==> src/rtl/pong_pkg.sv <==
// Shared pong definitions: screen geometry, paddle_y width and the
// paddle direction type used by the paddle, renderer and ball logic.
package pong_pkg;

    localparam int SCREEN_H = 480;
    localparam int Y_W      = 10;

    typedef enum logic [1:0] {
        HOLD = 2'd0,
        UP   = 2'd1,
        DOWN = 2'd2
    } dir_t;

endpackage

==> src/rtl/btn_debounce.sv <==
// Two-flop synchronizer followed by a stable-level debounce counter.
// btn_db follows the synchronized level only after it has differed from
// btn_db for DEB_CYCLES consecutive cycles; any return to btn_db restarts
// the count. Raw edge to btn_db change is DEB_CYCLES+2 cycles.
module btn_debounce #(
    parameter int DEB_CYCLES = 500000
) (
    input  logic clk,
    input  logic rst,
    input  logic btn_raw,
    output logic btn_db
);

    localparam int CNT_W = (DEB_CYCLES > 1) ? $clog2(DEB_CYCLES) : 1;
    localparam logic [CNT_W-1:0] CNT_LAST = CNT_W'(DEB_CYCLES - 1);

    logic [1:0]       sync_reg;
    logic [CNT_W-1:0] cnt_reg;
    logic             db_reg;
    logic             sync_level;

    assign sync_level = sync_reg[1];
    assign btn_db     = db_reg;

    // Bring the asynchronous button into the clock domain.
    always_ff @(posedge clk or posedge rst) begin
        if (rst) begin
            sync_reg <= 2'b00;
        end else begin
            sync_reg <= {sync_reg[0], btn_raw};
        end
    end

    // Count cycles of disagreement; accept the new level when the run is long enough.
    always_ff @(posedge clk or posedge rst) begin
        if (rst) begin
            cnt_reg <= '0;
            db_reg  <= 1'b0;
        end else if (sync_level == db_reg) begin
            cnt_reg <= '0;
        end else if (cnt_reg == CNT_LAST) begin
            db_reg  <= sync_level;
            cnt_reg <= '0;
        end else begin
            cnt_reg <= cnt_reg + 1'b1;
        end
    end

endmodule

==> src/rtl/paddle_ctrl.sv <==
// Paddle input conditioning and motion: debounces btnU/btnD, derives a
// HOLD/UP/DOWN direction and steps paddle_y once per frame_tick, clamped
// to 0..SCREEN_H-PADDLE_H.
// Optional macro PADDLE_ACCEL_EN: step grows to 2*STEP after 8 consecutive
// ticks in one direction and to 4*STEP after 16.
module paddle_ctrl
    import pong_pkg::*;
#(
    parameter int DEB_CYCLES = 500000,
    parameter int PADDLE_H   = 80,
    parameter int STEP       = 4,
    parameter int Y_INIT     = 200
) (
    input  logic           ClkPort,
    input  logic           reset,
    input  logic           btnU,
    input  logic           btnD,
    input  logic           frame_tick,
    output logic [Y_W-1:0] paddle_y,
    output logic           up_db,
    output logic           down_db,
    output logic           moving
);

    localparam logic [Y_W:0]   Y_MAX_EXT = (Y_W+1)'(SCREEN_H - PADDLE_H);
    localparam logic [Y_W-1:0] Y_MAX     = Y_W'(SCREEN_H - PADDLE_H);
    localparam logic [Y_W-1:0] Y_RST     = Y_W'(Y_INIT);

    // Index 0 is the up button, index 1 the down button.
    logic [1:0] btn_raw;
    logic [1:0] btn_db;

    assign btn_raw = {btnD, btnU};
    assign up_db   = btn_db[0];
    assign down_db = btn_db[1];

    generate
        for (genvar gi = 0; gi < 2; gi++) begin : g_deb
            btn_debounce #(
                .DEB_CYCLES (DEB_CYCLES)
            ) u_deb (
                .clk     (ClkPort),
                .rst     (reset),
                .btn_raw (btn_raw[gi]),
                .btn_db  (btn_db[gi])
            );
        end
    endgenerate

    dir_t state_reg;
    dir_t state_next;

    // Direction register; the position update always uses the previous cycle's decision.
    always_ff @(posedge ClkPort or posedge reset) begin
        if (reset) begin
            state_reg <= HOLD;
        end else begin
            state_reg <= state_next;
        end
    end

    // Direction decision from the debounced levels; conflicting or idle buttons hold.
    always_comb begin
        state_next = HOLD;
        if (up_db && !down_db) begin
            state_next = UP;
        end else if (down_db && !up_db) begin
            state_next = DOWN;
        end
    end

    logic [Y_W:0] step_eff;

`ifdef PADDLE_ACCEL_EN
    logic [2:0] hold_cnt_reg;
    logic [1:0] accel_lvl_reg;
    dir_t       last_dir_reg;
    logic       first_tick;

    // Step size for this tick: a new or reversed direction restarts at STEP.
    always_comb begin
        first_tick = (state_reg != last_dir_reg);
        step_eff   = (Y_W+1)'(STEP);
        if (!first_tick) begin
            case (accel_lvl_reg)
                2'd0:    step_eff = (Y_W+1)'(STEP);
                2'd1:    step_eff = (Y_W+1)'(2 * STEP);
                default: step_eff = (Y_W+1)'(4 * STEP);
            endcase
        end
    end

    // Track consecutive ticks in one direction; every 8 ticks raises the level up to 2.
    always_ff @(posedge ClkPort or posedge reset) begin
        if (reset) begin
            hold_cnt_reg  <= 3'd0;
            accel_lvl_reg <= 2'd0;
            last_dir_reg  <= HOLD;
        end else if (state_reg == HOLD) begin
            hold_cnt_reg  <= 3'd0;
            accel_lvl_reg <= 2'd0;
            last_dir_reg  <= HOLD;
        end else if (frame_tick) begin
            if (first_tick) begin
                hold_cnt_reg  <= 3'd1;
                accel_lvl_reg <= 2'd0;
                last_dir_reg  <= state_reg;
            end else begin
                hold_cnt_reg <= hold_cnt_reg + 3'd1;
                if (hold_cnt_reg == 3'd7 && accel_lvl_reg != 2'd2) begin
                    accel_lvl_reg <= accel_lvl_reg + 2'd1;
                end
            end
        end
    end
`else
    assign step_eff = (Y_W+1)'(STEP);
`endif

    logic [Y_W-1:0] paddle_y_reg;
    logic [Y_W-1:0] paddle_y_next;
    logic           moving_reg;
    logic           moving_next;
    logic [Y_W:0]   y_ext;
    logic [Y_W:0]   y_sum;

    assign paddle_y = paddle_y_reg;
    assign moving   = moving_reg;
    assign y_ext    = {1'b0, paddle_y_reg};
    assign y_sum    = y_ext + step_eff;

    // Clamped position step on frame_tick; moving flags an actual change.
    always_comb begin
        paddle_y_next = paddle_y_reg;
        if (frame_tick) begin
            case (state_reg)
                UP: begin
                    if (y_ext >= step_eff) begin
                        paddle_y_next = paddle_y_reg - step_eff[Y_W-1:0];
                    end else begin
                        paddle_y_next = '0;
                    end
                end
                DOWN: begin
                    if (y_sum <= Y_MAX_EXT) begin
                        paddle_y_next = y_sum[Y_W-1:0];
                    end else begin
                        paddle_y_next = Y_MAX;
                    end
                end
                default: paddle_y_next = paddle_y_reg;
            endcase
        end
        moving_next = frame_tick && (paddle_y_next != paddle_y_reg);
    end

    // Position and motion-flag registers.
    always_ff @(posedge ClkPort or posedge reset) begin
        if (reset) begin
            paddle_y_reg <= Y_RST;
            moving_reg   <= 1'b0;
        end else begin
            paddle_y_reg <= paddle_y_next;
            moving_reg   <= moving_next;
        end
    end

endmodule

==> config.mk <==
export PLATFORM = sky130hd
export DESIGN_NAME = paddle_ctrl
export DESIGN_NICKNAME = d
export VERILOG_FILES = /design/src/rtl/pong_pkg.sv /design/src/rtl/btn_debounce.sv /design/src/rtl/paddle_ctrl.sv
export SDC_FILE = /design/constraint.sdc
export NUM_CORES = 1
export LEC_CHECK = 0
export BUFFER_PORTS_ARGS = -buffer_cell sky130_fd_sc_hd__buf_4
export CORE_ASPECT_RATIO = 1.75
export CORE_MARGIN = 2
export CORE_UTILIZATION = 24
export DETAILED_ROUTE_END_ITERATION = 6
export GPL_TIMING_DRIVEN = 0
export SLEW_MARGIN = 20
export SYNTH_ARGS = -nofsm -noshare
export SYNTH_HDL_FRONTEND = slang
export SYNTH_SLANG_ARGS = --single-unit
==> constraint.sdc <==
create_clock -name ClkPort -period 2.4 [get_ports ClkPort]
set_clock_uncertainty 0.2 [all_clocks]
set_input_delay 0.48 -clock ClkPort [delete_from_list [all_inputs] [get_ports ClkPort]]
set_output_delay 0.48 -clock ClkPort [all_outputs]
set_load 0.02 [all_outputs]
==> impl_metrics.toml <==
[critical_path]
cp-end-kind = "register"
worstPathRequired_ps = 2390
cp_max_fo = 6
crit_arrival_ps = 2350
crit_path_start_kind = "register"
crit_type = "register to register"

[routing]
drt_first_pass_iters = 4
finalWirelength_mm = 7.23
first_iter_violations = 131
ant_nets = 0
viasPerCell = 4.65
routed-via-count = 2605
route.detailed.drc = 0
post_drt_wl_per_cell_um = 12.9

[grt]
antenna_found_initial = 0
grt_pass1_vias = 2586
grt_pass1_wl_mm = 11.8
grt_usage = 0.105
grt_max_degree = 58
grt_overflow = 0

[cells_and_area]
largest_register_ffs = 38
nets = 394
layout-drive-gt1-share = 0.244
multi_input_area_mm2 = 0.00167
antenna_cells = 0
stdcell_count = 560
seq_area_mm2 = 0.00143
fillerInstances = 1368
area_delta_synth_final_pct = 26.2

[sta]
fmax_mhz = 424
worst_pin_slew_ps = 707
slew_viol_final = 0
hold-worst-slack_ps = 60.8
maxSlewHeadroom = 0.528
setup_viol = 0
min_period_ps = 2360
fin_crit_sh = 0.982
rsz0062_at_grt = "yes"
hold_viol = 0

[status]
status = "finished clean"

[cts]
cts_tree = "built"
cts_buffer_depth = 2
cts_buffers = 9
cts-root-buf = "clkbuf_16"
clock_latency_ps = 320
htreeDepth = 3
clk_pin_slew_worst_paths_ps = 50
clock-sinks = 57

[synthesis]
synth_ff_type = "dfrtp_1"
syn_area_per_cell_um2 = 9.53
ys_seq_elements = 57
synthArstFlopShare = 1.00
yosysWarningCount = 0
synth_nets = 351
synth.distinct_cells = 63
synth_top_cell_by_area = "dfrtp_1"
synth_top_area_frac = 0.419
syn-instance-count = 338
synth_edf_count = 0
ys_seq_area_frac = 0.444
ys_top_cells_by_area = "dfrtp_1 (42%), nor2_1 (6.3%), xor2_1 (5.4%)"
yosys-top-cells-count = "dfrtp_1 (54), nor2_1 (54), nand2_1 (28), xor2_1 (20), inv_1 (17)"
netlist_area_mm2 = 0.00322

[power]
power_density_mw_per_mm2 = 616
p_leak_nw = 1.71
peakVddDrop_mv = 0.326

[placed_design]
place_congestion = 0.851
portBuffers = 17
numPlacedInstances = 529
hpwl_mm = 5.07

[die]
core_mm2 = 0.0132
initial_utilization = 0.243
die_x_um = 91.6
die-area_mm2 = 0.0144
row_count = 56
design.portCount = 18
die_height_um = 157

[worst_hold_path]
min_path_type = "input pin to register"

[job]
maxCapViolations = 0
-- power by group --
group          total (mW)  internal [mW]  switching, mW
clock network        1.38          0.959          0.418
registers           0.994          0.979         0.0147
logic               0.134         0.0527         0.0809
total                2.50           1.99          0.514
-- logic make-up after synthesis --
| group | Yosys count | synth area share |
|---|---|---|
| buf+inv | 32 | 0.0493 |
| fa+ha+maj | 8 | 0.0311 |
| compound gates | 53 | 0.126 |
| simple gates | 149 | 0.240 |
| mux | 3 | 0.0116 |
| flops | 57 | 0.444 |
| xor+xnor | 36 | 0.0979 |
-- worst max-delay path, cell delays in order (launching register included) --
cell and delay, ps:
dfstp_2 580, buf_6 140, and3_4 210, nor2_1 60, a31oi_2 270, nand2_1 130, a21o_1 210, a222oi_1 300
nand3_1 130
-- placed cells by master, fill, tap and decap left out, types with 8 or more instances in the layout --
master	n
clkbuf_16	9
xor2_1	20
nand4_1	8
inv_1	15
dfrtp_1	53
o21ai_0	9
nor2_1	54
xnor2_1	16
buf_4	35
nand3_1	13
nand2_1	28
a21oi_1	9
-- repair_timing --
item	CTS	global route
pin swaps	4	12
setup endpoints to repair	7	27
buffers inserted	3	15
resized for setup	3	7
hold buffers	0	0
-- metal layers --
layer  wire length, um  up-vias  GRT usage
met2              3900       47      0.186
li1                  -     1262          -
met4               297        0     0.0743
met3               260       19     0.0282
met5                 0        -          0
met1              2780     1277      0.105
-- final timing paths --
kind / slack, ps / start / to / cells after the start
setup / recovery: 40 / paddle_y[3] / moving / 8
hold / removal: 60 / btnD / g_deb[1].u_deb.sync_reg[0] / 1
setup reg to reg: 40 / paddle_y[3] / moving / 8
hold reg to reg: 150 / g_deb[1].u_deb.sync_reg[0] / g_deb[1].u_deb.sync_reg[1] / 0
max in group asynchronous: 1420 / reset / paddle_y[2] / 2
min in group asynchronous: 80 / reset / g_deb[0].u_deb.sync_reg[0] / 2
-- metrics by stage --
step	setup WS, ps	setup TNS (ps)	power [mW]	instance area (um2)	utilization
final	42.4	0	2.50	4070	0.307
after global routing	-68.0	-184	2.61	4070	0.307
after CTS	2.45	0	2.54	3940	0.297
after detailed placement	-142	-512	1.13	3570	0.270
after global placement	-399	-21640	1.13	3570	0.269
after floorplan	35.9	0	1.09	3220	-
-- area by class of cell --
type / instances / share of cell area
Clock buffer: 11 / 0.0622
Sequential cell: 57 / 0.352
Timing Repair Buffer: 35 / 0.0671
Inverter: 17 / 0.0163
Clock inverter: 5 / 0.0191
Buffer: 12 / 0.0194
Tap cell: 174 / 0.0536
Multi-Input combinational cell: 249 / 0.410
(Power assumes the default switching activity.)
